===== src/rtl/hazard3_operand_fetch.sv =====
// Operand fetch: issues regfile reads, forwards writebacks into fresh and
// stalled operands, and presents them through a single-entry valid/ready stage.
module hazard3_operand_fetch #(
  parameter int W_DATA  = 32,
  parameter int W_ADDR  = 5,
  parameter int ZERO_X0 = 1
) (
  input  logic              clk,
  input  logic              rst_n,
  input  logic              in_valid,
  output logic              in_ready,
  input  logic [W_ADDR-1:0] in_rs1,
  input  logic [W_ADDR-1:0] in_rs2,
  output logic [W_ADDR-1:0] rf_raddr1,
  output logic [W_ADDR-1:0] rf_raddr2,
  input  logic [W_DATA-1:0] rf_rdata1,
  input  logic [W_DATA-1:0] rf_rdata2,
  input  logic              wb_wen,
  input  logic [W_ADDR-1:0] wb_waddr,
  input  logic [W_DATA-1:0] wb_wdata,
  output logic              out_valid,
  input  logic              out_ready,
  output logic [W_ADDR-1:0] out_rs1,
  output logic [W_ADDR-1:0] out_rs2,
  output logic [W_DATA-1:0] out_op1,
  output logic [W_DATA-1:0] out_op2
);

  // EMPTY: !out_valid | FRESH: out_valid & src_fresh (regfile/bypass) |
  // HELD: out_valid & !src_fresh (hold registers)
  logic              src_fresh;
  logic              byp_hit1, byp_hit2;
  logic [W_DATA-1:0] byp_data1, byp_data2;
  logic [W_DATA-1:0] hold_op1, hold_op2;
  logic              accept;
  logic              in_hit1, in_hit2, out_hit1, out_hit2;

  function automatic logic is_x0(input logic [W_ADDR-1:0] a);
    return (ZERO_X0 != 0) && (a == '0);
  endfunction

  assign rf_raddr1 = in_rs1;
  assign rf_raddr2 = in_rs2;
  assign in_ready  = !out_valid || out_ready;
  assign accept    = in_valid && in_ready;

  assign in_hit1  = wb_wen && (wb_waddr == in_rs1)  && !is_x0(in_rs1);
  assign in_hit2  = wb_wen && (wb_waddr == in_rs2)  && !is_x0(in_rs2);
  assign out_hit1 = wb_wen && (wb_waddr == out_rs1) && !is_x0(out_rs1);
  assign out_hit2 = wb_wen && (wb_waddr == out_rs2) && !is_x0(out_rs2);

  always_comb begin
    out_op1 = '0;
    out_op2 = '0;
    if (out_valid) begin
      if (!is_x0(out_rs1))
        out_op1 = src_fresh ? (byp_hit1 ? byp_data1 : rf_rdata1) : hold_op1;
      if (!is_x0(out_rs2))
        out_op2 = src_fresh ? (byp_hit2 ? byp_data2 : rf_rdata2) : hold_op2;
    end
  end

  always_ff @(posedge clk or negedge rst_n) begin
    if (!rst_n) begin
      out_valid <= 1'b0;
      src_fresh <= 1'b0;
      out_rs1   <= '0;
      out_rs2   <= '0;
      byp_hit1  <= 1'b0;
      byp_hit2  <= 1'b0;
      byp_data1 <= '0;
      byp_data2 <= '0;
      hold_op1  <= '0;
      hold_op2  <= '0;
    end else if (accept) begin
      out_valid <= 1'b1;
      src_fresh <= 1'b1;
      out_rs1   <= in_rs1;
      out_rs2   <= in_rs2;
      byp_hit1  <= in_hit1;
      byp_hit2  <= in_hit2;
      byp_data1 <= wb_wdata;
      byp_data2 <= wb_wdata;
    end else if (out_valid && out_ready) begin
      out_valid <= 1'b0;
      src_fresh <= 1'b0;
    end else if (out_valid) begin
      // Stalled: fold this cycle's writeback in so next cycle shows current state
      src_fresh <= 1'b0;
      hold_op1  <= out_hit1 ? wb_wdata : out_op1;
      hold_op2  <= out_hit2 ? wb_wdata : out_op2;
    end
  end

endmodule


===== config.mk =====
export PLATFORM = sky130hd
export DESIGN_NAME = hazard3_operand_fetch
export DESIGN_NICKNAME = d
export VERILOG_FILES = /design/src/rtl/hazard3_operand_fetch.sv
export SDC_FILE = /design/constraint.sdc
export NUM_CORES = 1
export LEC_CHECK = 0
export BUFFER_PORTS_ARGS = -buffer_cell sky130_fd_sc_hd__buf_2
export CAP_MARGIN = 5
export CORE_MARGIN = 1.5
export CORE_UTILIZATION = 52
export DETAILED_ROUTE_END_ITERATION = 8
export GPL_TIMING_DRIVEN = 1
export MAX_ROUTING_LAYER = met4
export PLACE_DENSITY_LB_ADDON = 0.12
export SLEW_MARGIN = 20
export SYNTH_ARGS = -nofsm -noshare
export SYNTH_HDL_FRONTEND = slang
export SYNTH_SLANG_ARGS = --single-unit

===== constraint.sdc =====
create_clock -name clk -period 2.1 [get_ports clk]
set_clock_uncertainty 0.2 [all_clocks]
set_input_delay 0.315 -clock clk [delete_from_list [all_inputs] [get_ports clk]]
set_output_delay 0.315 -clock clk [all_outputs]
set_load 0.005 [all_outputs]

# == Yosys cells after proc, flatten, opt, wreduce, memory -nomap -nowiden ==
# Cells that the tools add are included.
# totals
regBits,110
in_bits,116
output_inout_bits,86
wordCells,53
# op_classes
n_eq_ne,4
n_mux,15
n_bitwise,2
n_reduce_logical,23
# op_table
operator,n
32-bit 2-to-1 mux,10
5-bit equality test,4
5-bit logical NOT,4
1-bit logical AND,10
1-bit logical NOT,5
1-bit 2-to-1 mux,5
3-bit AND reduction,1
3-bit nonzero test,1
1-bit inverter,2
2-bit nonzero test,1
1-bit logical OR,1

# == Logic depth before layout (Yosys ltp) ==
# Gate-level depths: netlist (run 1).
# logic_depth
word_depth,5
ltp_mapped,7
ltp_nobuf,4

# == Worst setup path after synthesis (run 1) ==
# Ideal clock, no wire load.
# synth_path
kind,flip-flop to output port
from,reg out_rs1[0]
to,out out_op1[10]
arrival_time_ps,1335
t_required_ps,1585
setup_slack_ps,250
stages_incl_launch_ff,6
path_buffers,1
path_cell_list,dfrtp_1 nor4_1 nand2_1 nand2_1 buf_1 nor2_1
# synth_via
elab_chain_cells,3
# synth_rtl
element,line_no,rtl
"start, declared",23,"output logic [W_ADDR-1:0] out_rs1,"
"start signal, assigned",78,out_rs1 <= in_rs1;
5-bit logical NOT,39,return (ZERO_X0 != 0) && (a == '0);
32-bit 2-to-1 mux,56,if (!is_x0(out_rs1))
32-bit 2-to-1 mux,55,if (out_valid) begin
"end, declared",25,"output logic [W_DATA-1:0] out_op1,"
# No other way between the ends.

# == Worst setup path after layout (run 1) ==
# layout_path
from,reg out_rs1[4]
to,out out_op1[0]
# Same word-level chain as after synthesis.

==> results of run 1 <==
[per-stage QoR]
step	util	cell area, um2	setup TNS (ns)	setup slack [ns]	hold slack (ns)
after floorplan	-	6450	0	0.250	-0.181
after global placement	0.638	7700	0	0.119	0.115
after detailed placement	0.638	7700	0	0.0481	0.114
after CTS	0.681	8220	-8.32	-0.195	0.0221
after global routing	0.724	8730	-11.30	-0.242	0.0375
final	0.724	8730	-6.93	-0.165	0.0252
[layer usage]
metal  global-route usage  routed length [um]
met1                0.392                8410
met2                0.482                9510
met3               0.0344                1300
met4                0.133                 552
met5                    -                   0
[cells in the mapped netlist, drive strengths merged]
cell    count
a21bo       1
a21oi      67
a311o       1
and2        1
buf        45
clkbuf     26
dfrtp     110
inv        35
mux2       10
mux2i      64
nand2     103
nand2b      2
nand3       2
nand4       2
nor2      132
nor3        8
nor4        2
o21ai      33
o221ai     64
o31ai       2
xnor2       2
xor2       16
[sequential cells by signal, summed over array words and instances, names as in the netlist]
name and count:
byp_data2 32, byp_hit1 1, byp_hit2 1, hold_op1 32
hold_op2 32, out_rs1 5, out_rs2 5, out_valid 1
src_fresh 1
[power by group through the flow]
| stage | clock, mW | sequential (mW) | combinational [mW] |
|---|---|---|---|
| 2_1_floorplan | 0 | 2.73 | 1.09 |
| 3_3_place_gp | 0 | 2.77 | 1.70 |
| 3_5_place_dp | 0 | 2.79 | 1.77 |
| 4_1_cts | 1.66 | 2.77 | 1.85 |
| 5_1_grt | 1.74 | 2.86 | 2.27 |
| 6_report | 1.64 | 2.81 | 2.07 |
[logic make-up after synthesis]
group | share of synthesized area
AO/OA/AOI/OAI | 0.199
XOR/XNOR | 0.0268
flip-flops | 0.427
AND/OR/NAND/NOR | 0.153
multiplexers | 0.117
buffers and inverters | 0.0772
[timing repair]
| action | 4_1_cts | 5_1_grt |
|---|---|---|
| resized for setup | 26 | 69 |
| endpoints found under the hold margin | 34 | 0 |
| pin swaps | 1 | 13 |
| hold buffers | 2 | 0 |
| setup buffers | 7 | 34 |
| endpoints found under the setup margin | 64 | 65 |
| gates cloned | 2 | 2 |
[worst paths after layout]
path / depth (start not counted) / slack [ns] / endpoint
worst max-delay path: 6 / -0.17 / out_op1[0]
worst min-delay path: 2 / 0.03 / out_rs1[1]
worst max register to register: 6 / 0.12 / hold_op2[31]
worst min register to register: 2 / 0.30 / hold_op1[10]
max in group asynchronous: 3 / 0.82 / byp_data2[22]
min in group asynchronous: 2 / 0.26 / byp_data2[7]
[cell type report]
type                       count  area [um2]  area share
tap                          168         210      0.0241
clock inverter                 4        22.5     0.00258
inverter                      35         136      0.0156
timing repair buffer         275        1890       0.216
sequential                   110        2760       0.316
clock buffer                  11         253      0.0289
multi-input combinational    512        3460       0.397
==> reports/results.tsv, run 1 <==
stage	metric	value	unit
sta	fin_crit	2.27	ns
drt	drt-wirelength-per-cell	17.7	um
min_path	worst_hold_path_type	in -> reg	
global_routing	antenna_found_initial	0	
run_status	status	finished with violations	
drt	via_count	6300	
worst_setup_path	reg2reg_from	out_rs2[0]	
power_and_ir_drop	clkPwrFrac	0.251	
clock_network	clockBufferDepth	2	
synth	ys_top_cells_by_area	dfrtp_1, mux2i_1, nor2_1, o221ai_2, nand2_1	
clock_network	cts_tree	yes	
synth	synthDistinctLibCells	28	
final_layout	fillers	918	
worst_setup_path	cp_num_buf_inv	2	
final_layout	drive_above_1_share	0.429	
sta	setup_violations	63	
worst_setup_path	cp-start-kind	flip-flop	
clock_network	h-tree-depth	3	
drt	drt_iter0_drc	501	
sta	rsz0062_at_grt	yes	
floorplan	start_util	0.535	
sta	fin_crit_sh	1.08	
power_and_ir_drop	seqPwrFrac	0.431	
drt	avgViaCountPerCell	5.65	
worst_setup_path	endpoint_kind	output pin	
worst_setup_path	path_delay_family	simple AND/OR/NAND/NOR gates	
clock_network	cts_made_buffers	9	
clock_network	clkSlewWorstSetupHoldPaths	0.07	ns
sta	hold_viol_final	0	
sta	tightest_slew	0.508	ns
drt	drc_errors	0	
final_layout	final_cell_mix	buf_2, nor2_1, dfrtp_1	
power_and_ir_drop	power_density	747	nW/um2
run_status	violations	negative setup slack	
global_routing	grt_pass1_vias	6016	
worst_setup_path	crit_chain	nor4_4, nand2_2, nand2_4, clkbuf_16, nor2_1, buf_2	
synth	yosys_warnings	0	
worst_setup_path	required	1.58	ns
synth	synth_nets	844	
synth	ys_ff_latch	110	
synth	postSynthCellCount	728	
final_layout	mostFrequentLayoutCell	buf_2	
clock_network	clk_latency	0.35	ns
min_path	hp-start	in_rs1[1]	
floorplan	ios	202	
power_and_ir_drop	swShare	0.333	
synth	yosys.area.top_type_share	0.427	
worst_setup_path	criticalPathCategory	reg -> out	
final_layout	fin_cells	1115	
floorplan	die_w	114	um
worst_setup_path	crit_start	out_rs1[4]	
worst_setup_path	cp.arrival	1.75	ns
sta	maxSlewViolCount	0	
sta	relSlewSlack	0.661	
floorplan	die_area	13100	um2
synth	synth_area_leader_cell	dfrtp_1	
power_and_ir_drop	ir_drop	398	uV
power_and_ir_drop	combPwrFrac	0.318	
floorplan	fp-row-count	40	
placed_design	portBuffers	201	
synth	synth.avg_cell_area	8.86	um2
worst_setup_path	path_max_fanout	9	
job	maxCapViolCount	0	
drt	drtPass1Iterations	5	
drt	wirelength	19800	um
global_routing	track_usage	0.302	
placed_design	place_congestion	0.852	
final_layout	nNetsFinal	1059	
clock_network	cts_root_buf	clkbuf_16	
placed_design	dp.cells	1055	
synth	syn-cell-area	6450	um2
final_layout	antenna_cells	0	
power_and_ir_drop	power_leakage	4.07	nW
drt	ant_nets	0	
floorplan	fp.coreArea	12100	um2
power_and_ir_drop	p_int	4.35	mW
synth	synth-seq-area-share	0.427	
global_routing	overflow	0	
global_routing	grt_max_degree	73	
placed_design	dpl.hpwl	12800	um
clock_network	clock_sinks	110	
worst_setup_path	crit_slowest_cell	dfrtp_2	
sta	worst_slack	-0.165	ns
global_routing	grt_pass1_wl	30000	um
floorplan	fp.dieH	114	um
power_and_ir_drop	total_power	6.53	mW
sta	fmax	441	MHz
final_layout	syn2layout_area_growth	35.4	%
power_and_ir_drop	p_sw	2.17	mW
worst_setup_path	slowest_delay	0.44	ns
Power figures use the tool's default switching activity.
==> inputs of run 2 (changes only) <==
- SKIP_CTS_REPAIR_TIMING: unset -> 1
==> run 2 against run 1 <==
Against the previous run: the run still ends with negative setup slack left; largest cell class unchanged; final cell count down 3.8%; combinational power down 12%; clock power about the same; critical path depth unchanged; via count down 4.4%; routed wire length down 6.8%; worst hold slack worse by 0.021 ns.
==> reports/results.tsv, run 2 (synthesis gave the netlist of run 1 again) <==
stage	metric	value	unit
sta	fmax	437	MHz
floorplan	fp-row-count	40	
min_path	hp-start	in_valid	
final_layout	mostFrequentLayoutCell	buf_2	
global_routing	grt_pass1_wl	29500	um
placed_design	dpl.hpwl	12800	um
floorplan	ios	202	
final_layout	multi_input_area	3320	um2
min_path	hold_path_depth	2	
clock_network	cts_tree	yes	
clock_network	clock_sinks	110	
final_layout	drive_above_1_share	0.361	
sta	worst_slack	-0.190	ns
final_layout	fillers	993	
placed_design	dp.cells	1055	
drt	drt_iter0_drc	507	
sta	relSlewSlack	0.663	
drt	drt-wirelength-per-cell	17.2	um
global_routing	antenna_found_initial	0	
final_layout	final_cell_mix	buf_2, nor2_1, dfrtp_1	
final_layout	register_area	2760	um2
min_path	hold_end	out_valid	
worst_setup_path	reg2reg_depth	6	
final_layout	fin_cells	1073	
power_and_ir_drop	power_leakage	3.82	nW
sta	tightest_slew	0.505	ns
placed_design	place_congestion	0.852	
run_status	violations	negative setup slack	
clock_network	clockBufferDepth	2	
global_routing	overflow	0	
floorplan	die_area	13100	um2
worst_setup_path	crit_start	out_rs1[4]	
sta	hold_viol_final	0	
drt	drc_errors	0	
clock_network	clk_latency	0.35	ns
min_path	worst_hold_path_type	in -> reg	
worst_setup_path	cp.arrival	1.78	ns
drt	avgViaCountPerCell	5.61	
sta	rsz0062_at_grt	yes	
worst_setup_path	r2r_slack	0.16	ns
drt	via_count	6024	
placed_design	dp_slack	0.0481	ns
floorplan	die_w	114	um
clock_network	cts_root_buf	clkbuf_16	
final_layout	syn2layout_area_growth	26.5	%
worst_setup_path	criticalPathCategory	reg -> out	
sta	fin_crit	2.29	ns
sta	setup_violations	63	
clock_network	clkSlewWorstSetupHoldPaths	0.07	ns
worst_setup_path	r2r-end	hold_op1[4]	
sta	fin_crit_sh	1.09	
floorplan	fp.dieH	114	um
clock_network	h-tree-depth	3	
worst_setup_path	endpoint_kind	output pin	
power_and_ir_drop	total_power	6.24	mW
sta	maxSlewViolCount	0	
global_routing	grt_pass1_vias	5975	
floorplan	fp.coreArea	12100	um2
power_and_ir_drop	power_density	766	nW/um2
global_routing	grt_max_degree	73	
drt	drtPass1Iterations	5	
floorplan	start_util	0.535	
power_and_ir_drop	ir_drop	350	uV
worst_setup_path	cp-start-kind	flip-flop	
final_layout	reg_top3	byp_data2 x32, hold_op1 x32, hold_op2 x32	
job	maxCapViolCount	0	
placed_design	portBuffers	201	
worst_setup_path	reg2reg_from	out_rs1[4]	
run_status	status	finished with violations	
clock_network	cts_made_buffers	9	
final_layout	antenna_cells	0	
final_layout	nNetsFinal	1017	
global_routing	track_usage	0.296	
worst_setup_path	required	1.58	ns
drt	wirelength	18400	um
worst_setup_path	path_max_fanout	9	
drt	ant_nets	0	
[run 2: cell count changes in the layout (fill, tap and decap cells not counted), sizes merged]
cell / previous run / this run
clkbuf: 13 / 12
dlygate4sd3: 2 / 1
buf: 271 / 231
[run 2: area by class of cell]
type,count,area share
Sequential cell,110,0.338
Clock inverter,4,0.00276
Clock buffer,11,0.0310
Timing Repair Buffer,233,0.179
Multi-Input combinational cell,512,0.407
Tap cell,168,0.0258
Inverter,35,0.0163
[run 2: power breakdown]
part           total [mW]  leakage [nW]  internal [mW]  switching [mW]
Sequential           2.79          1.38           2.51           0.281
Clock                1.63         0.137          0.858           0.775
Combinational        1.82          2.30          0.822           0.999
Total                6.24          3.82           4.19            2.06
[run 2: per-stage QoR]
stage           util  instance area, um2  setup TNS [ns]  hold WS (ns)
6_report       0.676                8160           -7.01       0.00434
5_1_grt        0.676                8160          -11.08       0.00377
4_1_cts        0.661                7980          -14.69        -0.264
3_5_place_dp   0.638                7700               0         0.114
3_3_place_gp   0.638                7700               0         0.115
2_1_floorplan      -                6450               0        -0.181
[run 2: worst max-delay path by stage]
stage / end
final: out_op1[13]
after global routing: out_op1[13]
after CTS: out_op1[13]
after detailed placement: out_op1[13]
after global placement: out_op1[13]
after floorplan: out_op1[10]
[run 2: critical path, stage by stage (launching register included)]
cell     delay, ns
dfrtp_2       0.44
nor4_4        0.33
nand2_2       0.13
nand2_4       0.15
buf_12        0.16
nor2_1        0.07
buf_2         0.14
[run 2: per-layer routing]
metal / vias to the layer above / global-route usage / share of wire
li1: 2856 / - / -
met1: 2889 / 0.382 / 0.43
met2: 244 / 0.477 / 0.49
met3: 35 / 0.0355 / 0.058
met4: 0 / 0.121 / 0.027
met5: - / - / 0
